$ cat config.mk
export PLATFORM = sky130hd
export DESIGN_NAME = alu_operand_stage
export DESIGN_NICKNAME = d
export VERILOG_FILES = /design/src/rtl/alu_pkg.sv /design/src/rtl/alu_operand_stage_fwd.sv /design/src/rtl/alu_operand_stage.sv
export SDC_FILE = /design/constraint.sdc
export NUM_CORES = 1
export LEC_CHECK = 0
export ABC_AREA = 1
export ABC_CLOCK_PERIOD_IN_PS = 1950
export CELL_PAD_IN_SITES_DETAIL_PLACEMENT = 1
export CELL_PAD_IN_SITES_GLOBAL_PLACEMENT = 2
export CORE_ASPECT_RATIO = 0.6
export CORE_MARGIN = 3
export CORE_UTILIZATION = 18
export DETAILED_ROUTE_END_ITERATION = 10
export PLACE_DENSITY_LB_ADDON = 0.08
export SLEW_MARGIN = 30
export SYNTH_ARGS = -nofsm -noshare
export SYNTH_HDL_FRONTEND = slang
export SYNTH_SLANG_ARGS = --single-unit
$ cat constraint.sdc
create_clock -name clk -period 1.95 [get_ports clk]
set_input_delay 0.39 -clock clk [delete_from_list [all_inputs] [get_ports clk]]
set_output_delay 0.39 -clock clk [all_outputs]
set_load 0.01 [all_outputs]
$ cat src/rtl/alu_pkg.sv
// Shared types and constants for the ALU operand stage.
// Optional bypass logic is enabled by defining OPERAND_FORWARDING_EN.
package alu_pkg;

   localparam int XLEN_DEFAULT = 32;

   typedef logic [4:0] regaddr_t;

   localparam regaddr_t REG_ZERO = 5'd0;
   localparam logic [15:0] STALL_MAX = 16'hFFFF;

   typedef enum logic [2:0] {
      ALU_ADD = 3'b000,
      ALU_SUB = 3'b001,
      ALU_AND = 3'b010,
      ALU_OR  = 3'b011,
      ALU_XOR = 3'b100,
      ALU_SLT = 3'b101,
      ALU_SLL = 3'b110,
      ALU_SRL = 3'b111
   } alu_ctrl_t;

   // Occupancy of the single-entry pipeline register.
   typedef enum logic {
      ST_EMPTY = 1'b0,
      ST_FULL  = 1'b1
   } stage_state_t;

   // x0 is hardwired to zero, so a write to it must never be bypassed.
   function automatic logic isBypassHit(input logic we, input regaddr_t rd, input regaddr_t rs);
      return we && (rd == rs) && (rs != REG_ZERO);
   endfunction

endpackage

$ cat src/rtl/alu_operand_stage_fwd.sv
// Per-operand bypass select: MEM result beats WB result beats register file.
// With OPERAND_FORWARDING_EN undefined the register-file data passes straight through.
module operand_fwd_mux
   import alu_pkg::*;
#(
   parameter int XLEN = XLEN_DEFAULT
) (
   input  regaddr_t         rsAddr_i,
   input  logic [XLEN-1:0]  rsData_i,
   input  logic             memWe_i,
   input  regaddr_t         memRd_i,
   input  logic [XLEN-1:0]  memData_i,
   input  logic             wbWe_i,
   input  regaddr_t         wbRd_i,
   input  logic [XLEN-1:0]  wbData_i,
   output logic [XLEN-1:0]  opData_o
);

`ifdef OPERAND_FORWARDING_EN

   always_comb begin
      opData_o = rsData_i;
      if (isBypassHit(memWe_i, memRd_i, rsAddr_i)) begin
         opData_o = memData_i;
      end else if (isBypassHit(wbWe_i, wbRd_i, rsAddr_i)) begin
         opData_o = wbData_i;
      end
   end

`else

   // Bypass ports stay on the interface but carry no function in this build.
   logic unusedFwd;
   assign unusedFwd = ^{rsAddr_i, memWe_i, memRd_i, memData_i, wbWe_i, wbRd_i, wbData_i};

   assign opData_o = rsData_i;

`endif

endmodule

$ cat src/rtl/alu_operand_stage.sv
// Single-entry register stage between decode and ALU with operand resolution.
// Define OPERAND_FORWARDING_EN to enable MEM/WB operand bypassing.
module alu_operand_stage
   import alu_pkg::*;
#(
   parameter int XLEN = XLEN_DEFAULT
) (
   input  logic             clk,
   input  logic             rst_n,
   input  logic             in_valid,
   output logic             in_ready,
   input  logic [XLEN-1:0]  rs1_data,
   input  logic [XLEN-1:0]  rs2_data,
   input  regaddr_t         rs1_addr,
   input  regaddr_t         rs2_addr,
   input  logic [XLEN-1:0]  imm,
   input  logic             alusrc,
   input  logic [2:0]       alu_ctrl_in,
   input  regaddr_t         rd_addr_in,
   input  logic             reg_write_in,
   input  logic             fwd_mem_we,
   input  regaddr_t         fwd_mem_rd,
   input  logic [XLEN-1:0]  fwd_mem_data,
   input  logic             fwd_wb_we,
   input  regaddr_t         fwd_wb_rd,
   input  logic [XLEN-1:0]  fwd_wb_data,
   input  logic             flush,
   output logic             out_valid,
   input  logic             out_ready,
   output logic [XLEN-1:0]  aluop1,
   output logic [XLEN-1:0]  aluop2,
   output logic [2:0]       alu_ctrl,
   output regaddr_t         rd_addr,
   output logic             reg_write,
   output logic [15:0]      stall_cnt
);

   stage_state_t     state_q, state_d;
   logic [XLEN-1:0]  aluOp1_q, aluOp1_d;
   logic [XLEN-1:0]  aluOp2_q, aluOp2_d;
   alu_ctrl_t        aluCtrl_q, aluCtrl_d;
   regaddr_t         rdAddr_q, rdAddr_d;
   logic             regWrite_q, regWrite_d;
   logic [15:0]      stallCnt_q, stallCnt_d;

   logic [XLEN-1:0]  fwdOp1;
   logic [XLEN-1:0]  fwdOp2;
   logic [XLEN-1:0]  resolvedOp2;
   logic             stageFull;
   logic             captureEn;

   operand_fwd_mux #(
      .XLEN (XLEN)
   ) u_fwd_rs1 (
      .rsAddr_i  (rs1_addr),
      .rsData_i  (rs1_data),
      .memWe_i   (fwd_mem_we),
      .memRd_i   (fwd_mem_rd),
      .memData_i (fwd_mem_data),
      .wbWe_i    (fwd_wb_we),
      .wbRd_i    (fwd_wb_rd),
      .wbData_i  (fwd_wb_data),
      .opData_o  (fwdOp1)
   );

   operand_fwd_mux #(
      .XLEN (XLEN)
   ) u_fwd_rs2 (
      .rsAddr_i  (rs2_addr),
      .rsData_i  (rs2_data),
      .memWe_i   (fwd_mem_we),
      .memRd_i   (fwd_mem_rd),
      .memData_i (fwd_mem_data),
      .wbWe_i    (fwd_wb_we),
      .wbRd_i    (fwd_wb_rd),
      .wbData_i  (fwd_wb_data),
      .opData_o  (fwdOp2)
   );

   assign resolvedOp2 = alusrc ? imm : fwdOp2;

   assign stageFull = (state_q == ST_FULL);
   assign in_ready  = !stageFull || out_ready;
   assign captureEn = in_valid && in_ready && !flush;

   // Flush wins over a simultaneous capture; payload may keep stale values.
   always_comb begin
      state_d = state_q;
      if (flush) begin
         state_d = ST_EMPTY;
      end else if (captureEn) begin
         state_d = ST_FULL;
      end else if (out_ready) begin
         state_d = ST_EMPTY;
      end
   end

   always_comb begin
      aluOp1_d   = aluOp1_q;
      aluOp2_d   = aluOp2_q;
      aluCtrl_d  = aluCtrl_q;
      rdAddr_d   = rdAddr_q;
      regWrite_d = regWrite_q;
      if (captureEn) begin
         aluOp1_d   = fwdOp1;
         aluOp2_d   = resolvedOp2;
         aluCtrl_d  = alu_ctrl_t'(alu_ctrl_in);
         rdAddr_d   = rd_addr_in;
         regWrite_d = reg_write_in;
      end
   end

   // Counts back-pressure cycles and sticks at the maximum.
   always_comb begin
      stallCnt_d = stallCnt_q;
      if (stageFull && !out_ready && (stallCnt_q != STALL_MAX)) begin
         stallCnt_d = stallCnt_q + 16'd1;
      end
   end

   always_ff @(posedge clk or negedge rst_n) begin
      if (!rst_n) begin
         state_q    <= ST_EMPTY;
         aluOp1_q   <= '0;
         aluOp2_q   <= '0;
         aluCtrl_q  <= ALU_ADD;
         rdAddr_q   <= REG_ZERO;
         regWrite_q <= 1'b0;
         stallCnt_q <= 16'd0;
      end else begin
         state_q    <= state_d;
         aluOp1_q   <= aluOp1_d;
         aluOp2_q   <= aluOp2_d;
         aluCtrl_q  <= aluCtrl_d;
         rdAddr_q   <= rdAddr_d;
         regWrite_q <= regWrite_d;
         stallCnt_q <= stallCnt_d;
      end
   end

   assign out_valid = stageFull;
   assign aluop1    = aluOp1_q;
   assign aluop2    = aluOp2_q;
   assign alu_ctrl  = aluCtrl_q;
   assign rd_addr   = rdAddr_q;
   assign reg_write = regWrite_q && stageFull;
   assign stall_cnt = stallCnt_q;

endmodule

==> results_dict.tcl <==
set metrics [dict create \
    status "complete, but fails checks" \
    violations "negative hold slack" \
    hpwlAfterDp_um 11600 \
    r2r_slack_ns 0.31 \
    synth.top_cells.by_area "dfrtp_1 (54%), nand2_1 (23%), o21ai_0 (6.6%)" \
    core_area_um2 22400 \
    leakagePower_uw 0.00320 \
    ys_types 26 \
    power_density_nw_per_um2 824 \
    start_kind "flip-flop" \
    cts_tree "built" \
    path_cells "clkdlybuf4s50_1" \
    die_h_um 124 \
    reg2reg_depth 8 \
    worst_pin_slew_ns 0.525 \
    synth_area_per_cell_um2 7.78 \
    grt_pass1_wl_um 24200 \
    gp_congestion 0.715 \
    swShare_pct 27.8 \
    combPwrFrac_pct 25.7 \
    io_pins 288 \
    start_util_pct 18.6 \
    layout-drive-gt1-share_pct 5.43 \
    fin_crit_ns 1.86 \
    slew-limit-headroom_pct 65.0 \
    hold_class "primary input to asynchronous set/reset pin" \
    rsz0062_at_grt "no" \
    total_power_uw 5680 \
    path_max_fanout 7 \
    clock_latency_ns 0.35 \
    dieArea_um2 25000 \
    finalWorstSetupSlack_ns 0.0872 \
    rows 42 \
    n_antenna_cell 0 \
    dieWidth_um 202 \
    wl_per_cell_um 14.7 \
    timing.hold.ws_ns -0.00327 \
    critPathTopFamily "buffers and inverters" \
    cp.arrival_ns 1.47 \
    dpl_worst_slack_ns 0.0366 \
    hold_violations 2 \
    final_common_cell "nand2_1" \
    max_freq_ghz 0.537 \
    cpMaxStageDelayCell "clkdlybuf4s50_1" \
    syn_nets 733 \
    p_int_uw 4110 \
    area_growth_pct 65.8 \
    first_global_vias 4257 \
    cp-end-kind "output port" \
    grt_start_max_net_pins 65 \
    worst-path-buf-inv 1 \
    syn_inst 535 \
    max_stage_delay_ns 0.62 \
    cts-root-buf "clkbuf_16" \
    max_cap_violations 0 \
    dr.pass1.iters 4 \
    drv_slew 0 \
    synth_largest_area_cell "dfrtp_1" \
    setup_viol 0 \
    overflow 0 \
    io_buffer_count 201 \
    pwr-share-seq_pct 41.0 \
    ys_seq_area_share_pct 54.1 \
    netlist_area_um2 4160 \
    ant_nets 0 \
    setup.worst_path.class "flip-flop to output port" \
    worst-endpoint-required_ns 1.56 \
    fin_tns_setup_ns 0 \
    vias 4021 \
    holdBufCountCts 0 \
    grtUsageTotal_pct 12.5 \
    clockPowerShare_pct 33.4 \
    synth_top_area_share_pct 54.1 \
    antenna_found_initial 0 \
    fillCellCount 2670 \
    h-tree-depth 3 \
    fin_nets 932 \
    synth_seq_cells 90 \
    fin_skew_ns 0.00474 \
    period_share_pct 95.5 \
    clock_path_buffers 2 \
    clk_pin_slew_ns 0.06 \
    drc 0 \
    drtIter0Drc 123 \
    ys_warn_count 0 \
    mostFrequentLayoutCells "nand2_1 (260), clkdlybuf4s50_1 (198), dfrtp_1 (90)" \
    p_sw_uw 1580 \
    ir_worst_vdd_uv 349 \
    numCtsBuffers 9 \
    drt_wl_total_um 15400 \
    rr_startpoint "stall_cnt[0]$_DFFE_PN0P_" \
    cts_sinks 90 \
    viasPerCell 3.85 \
    rr_endpoint "stall_cnt[14]$_DFFE_PN0P_" \
]
area by class of cell:
class	instances	area [um^2]	share of cell area, %
clock buffer	11	243	3.52
clock inverter	3	65.1	0.943
inverter	47	176	2.56
multi-input combinational	374	1610	23.4
sequential	90	2250	32.7
tap	308	385	5.59
timing repair buffer	212	2160	31.4
power by group through the flow:
stage	logic (uW)	registers, uW	clock network [uW]
3_5_place_dp	1500	2360	0
3_3_place_gp	1480	2350	0
6_report	1460	2330	1900
2_1_floorplan	374	2460	0
5_1_grt	1620	2370	2060
4_1_cts	1500	2330	1990
timing repair:
action,in CTS,in global routing
setup endpoints to repair,0,1
buffers inserted,0,0
hold endpoints to repair,0,0
resized for setup,0,1
kinds of logic after synthesis:
family | share of synthesized area [%]
DFF | 54.1
adders and majority gates | 0.301
and+or+nand+nor | 28.9
xor gates and xnor gates | 1.47
AOI/OAI and AO/OA | 7.94
buffers and inverters | 7.28
Yosys cell counts:
master	count
nand2_1	260
dfrtp_1	90
o21ai_0	55
inv_1	43
nor2_1	18
o21ai_1	10
clkbuf_1	9
nand3_1	7
buf_4	6
buf_2	4
inv_2	4
xor2_1	4
buf_1	3
nand4_1	3
xnor2_1	3
nand2_2	2
nand2_4	2
nand3b_1	2
nor2_2	2
nor2_4	2
a21oi_1	1
buf_6	1
clkbuf_2	1
ha_1	1
nand3_2	1
nor3_2	1
per-stage QoR:
step                hold WS [ns]  util (%)  instance area, um^2  instances
finish                  -0.00327      30.8                 6900       1045
global route              0.0231      30.8                 6900       1045
CTS                       0.0173      30.8                 6900       1045
detailed placement         0.407      29.4                 6590       1031
global placement           0.408      29.4                 6590       1031
floorplan                 0.0944         -                 4160        535
worst max-delay path by stage:
stage | slack (ns) | startpoint | depth (start not counted) | to
global placement | 0.03 | out_ready | 4 | in_ready
detailed placement | 0.04 | out_ready | 4 | in_ready
finish | 0.09 | stall_cnt[2]$_DFFE_PN0P_ | 1 | stall_cnt[2]
floorplan | 0.47 | stall_cnt[0]$_DFFE_PN0P_ | 9 | stall_cnt[2]$_DFFE_PN0P_
CTS | 0.03 | out_ready | 4 | in_ready
global route | 0.02 | stall_cnt[2]$_DFFE_PN0P_ | 1 | stall_cnt[2]
flip-flops by register name (all words and copies together), names as in the netlist:
signal      cells
stall_cnt      16
aluop1         32
regWrite_q      1
aluop2         32
out_valid       1
rd_addr         5
alu_ctrl        3
layer usage:
layer,up-vias,global-route usage [%],wire [um]
met5,-,0,0
met1,1868,16.8,7390
met2,107,17.8,6340
li1,2030,-,-
met3,16,5.93,1410
met4,0,3.72,217
Power figures use the tool's default switching activity.
